`src/rtl/vlane_iter_divider.sv`:
```
// Per-lane radix-2 restoring divider for vdiv/vdivu/vrem/vremu on one element.
// Special cases (divide by zero, signed overflow) finish in a single cycle.
module vlane_iter_divider #(
  parameter int WIDTH = 32,
  parameter int CNT_W = 6
) (
  input  logic             CLK,
  input  logic             nRST,
  input  logic             start_div,
  input  logic [WIDTH-1:0] vs2_data,
  input  logic [WIDTH-1:0] vs1_data,
  input  logic             div_type,
  input  logic             is_signed_div,
  input  logic [1:0]       sew,
  input  logic             flush,
  output logic [WIDTH-1:0] wdata_du,
  output logic             busy_du,
  output logic             done_du,
  output logic             exception_du
);

  typedef enum logic [1:0] {
    S_IDLE = 2'b00,
    S_CALC = 2'b01,
    S_DONE = 2'b10
  } state_e;

  function automatic logic [WIDTH-1:0] ext_sew(input logic [WIDTH-1:0] v,
                                               input logic [1:0] s,
                                               input logic sgn);
    logic [WIDTH-1:0] r;
    case (s)
      2'b00:   r = sgn ? {{(WIDTH-8){v[7]}}, v[7:0]}   : {{(WIDTH-8){1'b0}}, v[7:0]};
      2'b01:   r = sgn ? {{(WIDTH-16){v[15]}}, v[15:0]} : {{(WIDTH-16){1'b0}}, v[15:0]};
      default: r = v;
    endcase
    return r;
  endfunction

  // Dividend magnitude is left-aligned so its next bit is always the register MSB.
  function automatic logic [WIDTH-1:0] align_sew(input logic [WIDTH-1:0] v,
                                                 input logic [1:0] s);
    logic [WIDTH-1:0] r;
    case (s)
      2'b00:   r = {v[7:0], {(WIDTH-8){1'b0}}};
      2'b01:   r = {v[15:0], {(WIDTH-16){1'b0}}};
      default: r = v;
    endcase
    return r;
  endfunction

  function automatic logic [WIDTH-1:0] min_sew(input logic [1:0] s);
    logic [WIDTH-1:0] r;
    case (s)
      2'b00:   r = {{(WIDTH-7){1'b1}}, 7'b0000000};
      2'b01:   r = {{(WIDTH-15){1'b1}}, 15'b000000000000000};
      default: r = {1'b1, {(WIDTH-1){1'b0}}};
    endcase
    return r;
  endfunction

  function automatic logic [CNT_W-1:0] sew_count(input logic [1:0] s);
    logic [CNT_W-1:0] r;
    case (s)
      2'b00:   r = CNT_W'(8);
      2'b01:   r = CNT_W'(16);
      default: r = CNT_W'(WIDTH);
    endcase
    return r;
  endfunction

  state_e           state_q;
  logic [CNT_W-1:0] cnt_q;
  logic [WIDTH-1:0] rem_q;
  logic [WIDTH-1:0] dvd_q;
  logic [WIDTH-1:0] dvs_q;
  logic             qneg_q;
  logic             rneg_q;
  logic             type_q;
  logic             sgn_q;
  logic [1:0]       sew_q;
  logic [WIDTH-1:0] wdata_q;
  logic             busy_q;
  logic             done_q;

  logic [1:0]       sew_eff_s;
  logic [WIDTH-1:0] a_ext_s;
  logic [WIDTH-1:0] b_ext_s;
  logic             a_neg_s;
  logic             b_neg_s;
  logic [WIDTH-1:0] a_mag_s;
  logic [WIDTH-1:0] b_mag_s;
  logic             special_s;
  logic [WIDTH-1:0] special_res_s;

  // Operand preparation and special-case detection for an accepted start.
  always_comb begin
    sew_eff_s     = (sew == 2'b11) ? 2'b10 : sew;
    a_ext_s       = ext_sew(vs2_data, sew_eff_s, is_signed_div);
    b_ext_s       = ext_sew(vs1_data, sew_eff_s, is_signed_div);
    a_neg_s       = is_signed_div & a_ext_s[WIDTH-1];
    b_neg_s       = is_signed_div & b_ext_s[WIDTH-1];
    a_mag_s       = a_neg_s ? (~a_ext_s + {{(WIDTH-1){1'b0}}, 1'b1}) : a_ext_s;
    b_mag_s       = b_neg_s ? (~b_ext_s + {{(WIDTH-1){1'b0}}, 1'b1}) : b_ext_s;
    special_s     = 1'b0;
    special_res_s = {WIDTH{1'b0}};
    if (b_ext_s == {WIDTH{1'b0}}) begin
      special_s     = 1'b1;
      special_res_s = div_type ? a_ext_s : ext_sew({WIDTH{1'b1}}, sew_eff_s, is_signed_div);
    end else if (is_signed_div && (a_ext_s == min_sew(sew_eff_s)) &&
                 (b_ext_s == {WIDTH{1'b1}})) begin
      special_s     = 1'b1;
      special_res_s = div_type ? {WIDTH{1'b0}} : a_ext_s;
    end else begin
      special_s     = 1'b0;
      special_res_s = {WIDTH{1'b0}};
    end
  end

  logic [WIDTH:0]   shift_s;
  logic [WIDTH:0]   diff_s;
  logic             qbit_s;
  logic [WIDTH-1:0] rem_d;
  logic [WIDTH-1:0] dvd_d;
  logic [WIDTH-1:0] q_fix_s;
  logic [WIDTH-1:0] r_fix_s;
  logic [WIDTH-1:0] calc_res_s;

  // One restoring step plus the sign fixup used on the final step.
  always_comb begin
    shift_s    = {rem_q, dvd_q[WIDTH-1]};
    diff_s     = shift_s - {1'b0, dvs_q};
    qbit_s     = (shift_s >= {1'b0, dvs_q});
    rem_d      = WIDTH'(qbit_s ? diff_s : shift_s);
    dvd_d      = {dvd_q[WIDTH-2:0], qbit_s};
    q_fix_s    = qneg_q ? (~dvd_d + {{(WIDTH-1){1'b0}}, 1'b1}) : dvd_d;
    r_fix_s    = rneg_q ? (~rem_d + {{(WIDTH-1){1'b0}}, 1'b1}) : rem_d;
    calc_res_s = ext_sew(type_q ? r_fix_s : q_fix_s, sew_q, sgn_q);
  end

  // Control FSM with datapath registers; flush overrides any start request.
  always_ff @(posedge CLK or negedge nRST) begin
    if (!nRST) begin
      state_q <= S_IDLE;
      cnt_q   <= {CNT_W{1'b0}};
      rem_q   <= {WIDTH{1'b0}};
      dvd_q   <= {WIDTH{1'b0}};
      dvs_q   <= {WIDTH{1'b0}};
      qneg_q  <= 1'b0;
      rneg_q  <= 1'b0;
      type_q  <= 1'b0;
      sgn_q   <= 1'b0;
      sew_q   <= 2'b00;
      wdata_q <= {WIDTH{1'b0}};
      busy_q  <= 1'b0;
      done_q  <= 1'b0;
    end else if (flush) begin
      state_q <= S_IDLE;
      busy_q  <= 1'b0;
      done_q  <= 1'b0;
    end else begin
      case (state_q)
        S_IDLE, S_DONE: begin
          if (start_div) begin
            type_q <= div_type;
            sgn_q  <= is_signed_div;
            sew_q  <= sew_eff_s;
            if (special_s) begin
              state_q <= S_DONE;
              wdata_q <= special_res_s;
              busy_q  <= 1'b0;
              done_q  <= 1'b1;
            end else begin
              state_q <= S_CALC;
              cnt_q   <= sew_count(sew_eff_s);
              rem_q   <= {WIDTH{1'b0}};
              dvd_q   <= align_sew(a_mag_s, sew_eff_s);
              dvs_q   <= b_mag_s;
              qneg_q  <= a_neg_s ^ b_neg_s;
              rneg_q  <= a_neg_s;
              busy_q  <= 1'b1;
              done_q  <= 1'b0;
            end
          end else begin
            state_q <= S_IDLE;
            busy_q  <= 1'b0;
            done_q  <= 1'b0;
          end
        end
        S_CALC: begin
          rem_q <= rem_d;
          dvd_q <= dvd_d;
          if (cnt_q == CNT_W'(1'b1)) begin
            state_q <= S_DONE;
            wdata_q <= calc_res_s;
            busy_q  <= 1'b0;
            done_q  <= 1'b1;
          end else begin
            cnt_q  <= cnt_q - CNT_W'(1'b1);
            busy_q <= 1'b1;
            done_q <= 1'b0;
          end
        end
        default: begin
          state_q <= S_IDLE;
          busy_q  <= 1'b0;
          done_q  <= 1'b0;
        end
      endcase
    end
  end

  assign wdata_du     = wdata_q;
  assign busy_du      = busy_q;
  assign done_du      = done_q;
  assign exception_du = 1'b0;

endmodule

```
`config.mk`:
```
export PLATFORM = sky130hd
export DESIGN_NAME = vlane_iter_divider
export DESIGN_NICKNAME = d
export VERILOG_FILES = /design/src/rtl/vlane_iter_divider.sv
export SDC_FILE = /design/constraint.sdc
export NUM_CORES = 1
export LEC_CHECK = 0
export CELL_PAD_IN_SITES_DETAIL_PLACEMENT = 0
export CELL_PAD_IN_SITES_GLOBAL_PLACEMENT = 1
export CORE_MARGIN = 4
export CORE_UTILIZATION = 40
export CTS_BUF_LIST = sky130_fd_sc_hd__clkbuf_16
export CTS_CLUSTER_DIAMETER = 50
export DETAILED_ROUTE_END_ITERATION = 10
export PLACE_DENSITY = 0.77
export SYNTH_ARGS = -nofsm -noshare
export SYNTH_HDL_FRONTEND = slang
export SYNTH_SLANG_ARGS = --single-unit
```
`constraint.sdc`:
```
create_clock -name CLK -period 8.6 [get_ports CLK]
set_clock_uncertainty 0.2 [all_clocks]
set_input_delay 1.72 -clock CLK [delete_from_list [all_inputs] [get_ports CLK]]
set_output_delay 1.72 -clock CLK [all_outputs]
set_load 0.02 [all_outputs]
```
==> out/summary.txt, run 1 <==
R2R Path End: wdata_du[26]
Layout area overhead: 14.1%
Tcrit/Tclk final: 0.732
FF-to-FF Start: rem_q[5]
Routed WL: 53.0 mm
global-route wire length before repair: 82.0 mm
htree depth: 4
WP data arrival: 6.42 ns
syn_area_per_cell: 7.44 um^2
fin cells: 2319
RSZ-0062 raised after global routing: no
CTS root buffer: clkbuf_16
wire length per cell: 22.8 um
Setup WS post-layout: 2.30 ns
Max Slew Vio Count: 0
fmax: 159 MHz
gr usage total: 0.284
post-DR vias/cell: 6.26
largest net degree at the start of global routing: 86
Placed Cells: 2287
Chip Height: 192 um
Yosys Warn Count: 0
worst vdd ir: 0.135 mV
via count: 14500
Post-synth EDFFs: 0
CP endpoint kind: register
largest cells by area after synthesis: dfrtp_1, o21ai_0, nand2_1, a21oi_1, xnor2_1
Crit. Startpoint: sew[0]
max cap viols: 0
CTS Sinks: 144
Mapped Nets: 1935
Post-Place Worst Slack: 1.89 ns
vias in the first global route: 13700
PwrDens: 243 nW/um^2
share of cells above drive strength 1: 0.0551
area leader, netlist: dfrtp_1
clock tree from TritonCTS: built
Resized cells post-CTS: 0
critical path type: input port to register
Num CTS Buffers: 17
Buffers on Ports: 105
worst path required time: 8.72 ns
CP startpoint kind: input port
outcome: finished, final reports clean
first-pass iteration count of the detailed router: 6
Worst Setup EP: dvd_q[14]
site row count: 67
Worst-Margin Slew: 1.24 ns
share of the synthesized area in the top cell type: 0.266
fin crit period: 6.30 ns
post-CTS setup repair buffer count: 0
Core Util, Final: 0.462
antenna viol nets, final: 0
Post-synth top flop: dfrtp_1
antenna violations before repair: 0
max_slew headroom: 0.171
register area share after synthesis: 0.266
DR iter-0 viols: 1503
Setup TNS: 0 ns
final setup fails: 0
clk_lat worst skew: 0.44 ns
DP HPWL: 40.5 mm
cts-stage hold buffer count: 0
ys async rst share: 1.00
die area: 36900 um^2
R2R depth: 19
synthesized area: 13600 um^2
flop and latch count out of synthesis: 144
final net count: 1970
Die Width: 192 um
crit-path max FO: 43
Hold Vio Cnt, Final: 0
# diodes: 0
Boundary Pins: 107
clk buf depth: 2
worst hold path type: register to register
Initial Util: 0.405
GPL Wtd Cong: 0.944
GR Overflow Total: 0
Cells after Synth: 1823
Netlist cell types: 99
core box area: 33500 um^2
Remaining DRCs: 0
CTS clock-pin slew for the worst setup and hold paths: 0.07 ns
register-to-register setup slack: 2.33 ns
Leak: 6.20 nW
stage by stage:
step	total power [mW]	area (um^2)	hold WS [ns]
2_1_floorplan	2.29	13600	0.243
3_3_place_gp	2.95	14900	0.263
3_5_place_dp	2.98	14900	0.272
4_1_cts	3.73	15500	0.286
5_1_grt	3.99	15500	0.302
6_report	3.76	15500	0.283
power breakdown:
part	internal (mW)	total [mW]	leakage (nW)	switching, mW
logic	0.706	1.91	4.07	1.20
registers	0.874	1.10	1.85	0.228
clock network	0.409	0.747	0.282	0.339
state kept, by name (all words and copies together) (netlist names):
register  count
dvd_q        32
type_q        1
qneg_q        1
rem_q        32
rneg_q        1
state_q       2
cnt_q         6
wdata_du     32
dvs_q        32
sgn_q         1
sew_q         2
busy_du       1
done_du       1
logic make-up after synthesis:
family                   synth area share
multiplexers                       0.0249
XOR/XNOR                           0.0717
AND/OR/NAND/NOR                     0.230
AO/OA/AOI/OAI                       0.316
other                            0.000276
adder cells (fa/ha/maj)            0.0374
buffers and inverters              0.0533
flip-flops                          0.266
how the worst min path moves through the flow:
stage	depth (start not counted)	slack (ns)	end	startpoint
finish	2	0.28	dvs_q[8]	dvs_q[8]
global route	2	0.30	dvs_q[26]	dvs_q[26]
CTS	2	0.29	dvs_q[26]	dvs_q[26]
detailed placement	2	0.27	dvs_q[26]	dvs_q[26]
global placement	2	0.26	dvs_q[7]	dvs_q[7]
floorplan	2	0.24	dvs_q[23]	dvs_q[23]
layout by cell type, fill, tap and decap left out, types with 42 or more instances in the layout:
master and count:
nand2_1 246, o21ai_0 199, a21oi_1 154, dfrtp_1 144
nor2_1 143, clkdlybuf4s50_1 103, xnor2_1 63, inv_1 61
nor3_1 60, xor2_1 48, o31ai_1 42
cell type report:
type,instances,area [um^2]
sequential,144,3600
fill,3440,18100
multi-input combinational,1501,9260
timing repair buffer,129,1230
inverter,65,245
tap,448,561
clock inverter,15,155
clock buffer,17,425
layer usage:
layer  up-vias  routed length, um  track usage
met5         -                  0            0
met4         0                926       0.0647
met3        54               3800       0.0429
met2       621              23600        0.441
met1      7013              24600        0.417
li1       6828                  -            -
synthesized netlist by cell type (all sizes together) (7+ instances only):
cell / instances
a211o: 10
a211oi: 35
a21boi: 7
a21o: 12
a21oi: 158
a221o: 17
a22o: 8
a22oi: 8
a311o: 7
a31oi: 20
and2: 7
and3: 13
and4: 11
buf: 32
clkbuf: 81
dfrtp: 144
ha: 39
inv: 61
mux2i: 27
nand2: 249
nand2b: 14
nand3: 41
nand4: 20
nor2: 143
nor2b: 13
nor3: 61
nor4: 24
o211ai: 21
o21a: 11
o21ai: 210
o221ai: 13
o22ai: 8
o31ai: 43
o41ai: 13
or2: 10
or3: 27
or4: 18
xnor2: 63
xor2: 48
worst max-delay path, stage by stage:
cell             delay [ns]
clkdlybuf4s50_1        1.02
nor4bb_1               0.97
and2_1                 0.23
o2111ai_1              0.12
a2111oi_2              0.61
nor2_1                 0.24
o22ai_4                0.81
buf_4                  0.33
nor3_1                 0.08
a221o_1                0.27
Power figures use the tool's default switching activity.
==> inputs of run 2 (changes only) <==
- PLACE_DENSITY: 0.77 -> 0.8
- clock period: 8.6 -> 5.4 ns (I/O delays scaled with it)
==> run 2 against run 1 <==
  * Critical path depth grew 7
  * Hold slack lost 0.0028 ns
  * Utilization grew 1.3 points
  * Highest routed layer unchanged
  * Non-clock buffer count grew 57
  * First-iteration DRC count grew 8.3%
  * Via count grew 2.0%
  * Sequential share of layout area shrank 0.64 points
  * Die area is the same
  * Power grew 61%
  * Global-route usage grew 0.62 points
==> out/summary.txt, run 2 (synthesized netlist as in run 1, its figures left out) <==
outcome: finished, final reports clean
worst hold path type: register to register
P_int: 3.26 mW (+64%)
Tcrit/Tclk final: 0.941
Net Sw Power: 2.77 mW (+57%)
Layout fillers: 3439 (-0.029%)
core box area: 33500 um^2 (unchanged)
Clock power frac: 0.196 (-0.003)
htree depth: 4 (unchanged)
antenna violations before repair: 0 (unchanged)
area of the multi-input gates: 9260 um^2 (unchanged)
CTS root buffer: clkbuf_16
gr usage total: 0.290 (+0.00620)
via count: 14800 (+2.0%)
share of cells above drive strength 1: 0.0820 (+0.0269)
share of total power in sequential cells: 0.285 (-0.008)
CP endpoint kind: register
WP data arrival: 5.20 ns (-1.22 ns)
clk_lat worst skew: 0.44 ns (about the same)
Boundary Pins: 107 (unchanged)
GPL Wtd Cong: 0.968 (+2.5%)
Layout area overhead: 17.4%
Resized cells post-CTS: 0 (unchanged)
CTS clock-pin slew for the worst setup and hold paths: 0.06 ns (about the same)
combinational group share of total power: 0.520 (+0.012)
cts-stage hold buffer count: 0 (unchanged)
clock tree from TritonCTS: built
DP HPWL: 43.0 mm (+6.3%)
PwrDens: 379 nW/um^2 (+56%)
Num CTS Buffers: 17 (unchanged)
Leak: 6.48 nW (+4.4%)
Initial Util: 0.405 (unchanged)
Worst-Margin Slew: 0.879 ns (-0.364 ns)
final setup fails: 0 (unchanged)
first-pass iteration count of the detailed router: 5 (-1)
Buffers on Ports: 105 (unchanged)
worst path required time: 5.52 ns (-3.20 ns)
commonest non-fill, non-tap cell in the layout: nand2_1
Chip Height: 192 um (unchanged)
Remaining DRCs: 0 (unchanged)
switching fraction of total power: 0.459 (-0.0119)
DR iter-0 viols: 1628 (+8.3%)
global-route wire length before repair: 83.1 mm (+1.4%)
CTS Sinks: 144 (unchanged)
largest net degree at the start of global routing: 60 (-30%)
GR Overflow Total: 0 (unchanged)
die area: 36900 um^2 (unchanged)
clk buf depth: 2 (unchanged)
crit-path max FO: 12 (-72%)
post-DR vias/cell: 6.23 (-0.40%)
max cap viols: 0 (unchanged)
post-CTS setup repair buffer count: 0 (unchanged)
critical path type: register to register
fmax: 197 MHz
max_slew headroom: 0.409 (+0.238)
wire length per cell: 22.9 um (+0.48%)
Routed WL: 54.5 mm (+3.0%)
Die Width: 192 um (unchanged)
Setup TNS: 0 ns (unchanged)
worst vdd ir: 0.211 mV (+56%)
commonest non-fill, non-tap cells in the layout: nand2_1, o21ai_0, a21oi_1
CP startpoint kind: register
# diodes: 0 (unchanged)
fin crit period: 5.08 ns
final net count: 2027 (+2.9%)
RSZ-0062 raised after global routing: no
Hold Vio Cnt, Final: 0 (unchanged)
Setup WS post-layout: 0.321 ns (-1.98 ns)
Post-Place Worst Slack: 0.103 ns (-1.79 ns)
site row count: 67 (unchanged)
register area: 3600 um^2 (unchanged)
Max Slew Vio Count: 0 (unchanged)
vias in the first global route: 13700 (+0.35%)
antenna viol nets, final: 0 (unchanged)
==> run 2: cell count changes in the layout (fill, tap and decap cells not counted) <==
cell,before,now
clkinvlp_4,2,3
bufinv_16,1,2
inv_6,4,2
inv_8,3,0
buf_4,24,79
buf_12,0,2
clkinv_2,1,3
clkinv_8,1,0
clkinv_1,4,6
==> run 2: final timing paths <==
kind / from / end / slack, ns / cells past startpoint
min in group asynchronous: nRST / rem_q[23] / 0.42 / 1
max in group asynchronous: nRST / dvs_q[0] / 3.50 / 2
max: rem_q[19] / wdata_du[22] / 0.32 / 17
min reg2reg: dvs_q[28] / dvs_q[28] / 0.28 / 2
max reg2reg: rem_q[19] / wdata_du[22] / 0.32 / 17
min: dvs_q[28] / dvs_q[28] / 0.28 / 2
==> run 2: layout make-up <==
type / count / area share
Clock buffer: 17 / 0.0267
Clock inverter: 15 / 0.00896
Inverter: 65 / 0.0154
Multi-Input combinational cell: 1501 / 0.582
Sequential cell: 144 / 0.226
Tap cell: 448 / 0.0352
Timing Repair Buffer: 186 / 0.106
==> run 2: power by group through the flow <==
stage | registers (mW) | logic (mW) | clock network, mW
2_1_floorplan | 1.76 | 1.88 | 0
3_3_place_gp | 1.72 | 3.07 | 0
3_5_place_dp | 1.73 | 3.09 | 0
4_1_cts | 1.71 | 3.10 | 1.19
5_1_grt | 1.76 | 3.40 | 1.24
6_report | 1.72 | 3.14 | 1.18
==> run 2: per-stage QoR <==
| stage | hold WS (ns) | std cells | area (um^2) | total power, mW | utilization |
|---|---|---|---|---|---|
| final | 0.280 | 2376 | 15900 | 6.03 | 0.475 |
| after CTS | 0.284 | 2376 | 15900 | 6.00 | 0.475 |
| after floorplan | 0.243 | 1823 | 13600 | 3.64 | - |
| after global placement | 0.262 | 2344 | 15400 | 4.79 | 0.458 |
| after global routing | 0.306 | 2376 | 15900 | 6.41 | 0.475 |
| after detailed placement | 0.271 | 2344 | 15400 | 4.82 | 0.458 |
==> run 2: worst max-delay path: stages, from the launching register on <==
cell      delay [ns]
dfrtp_1         0.41
ha_1            0.51
nand2_1         0.22
o21ai_2         0.28
a211oi_1        0.16
o311a_2         0.46
nand2_4         0.18
inv_2           0.07
mux2i_1         0.24
ha_1            0.30
o211ai_1        0.18
nor3_1          0.25
a41o_1          0.28
o211ai_1        0.29
o31ai_1         0.37
xor2_1          0.17
a211oi_1        0.29
nor2_1          0.08
==> run 2: routing by layer <==
metal	GRT usage	share of wire
met1	0.427	0.45
met3	0.0502	0.084
met2	0.446	0.44
met5	0	0
met4	0.0672	0.023
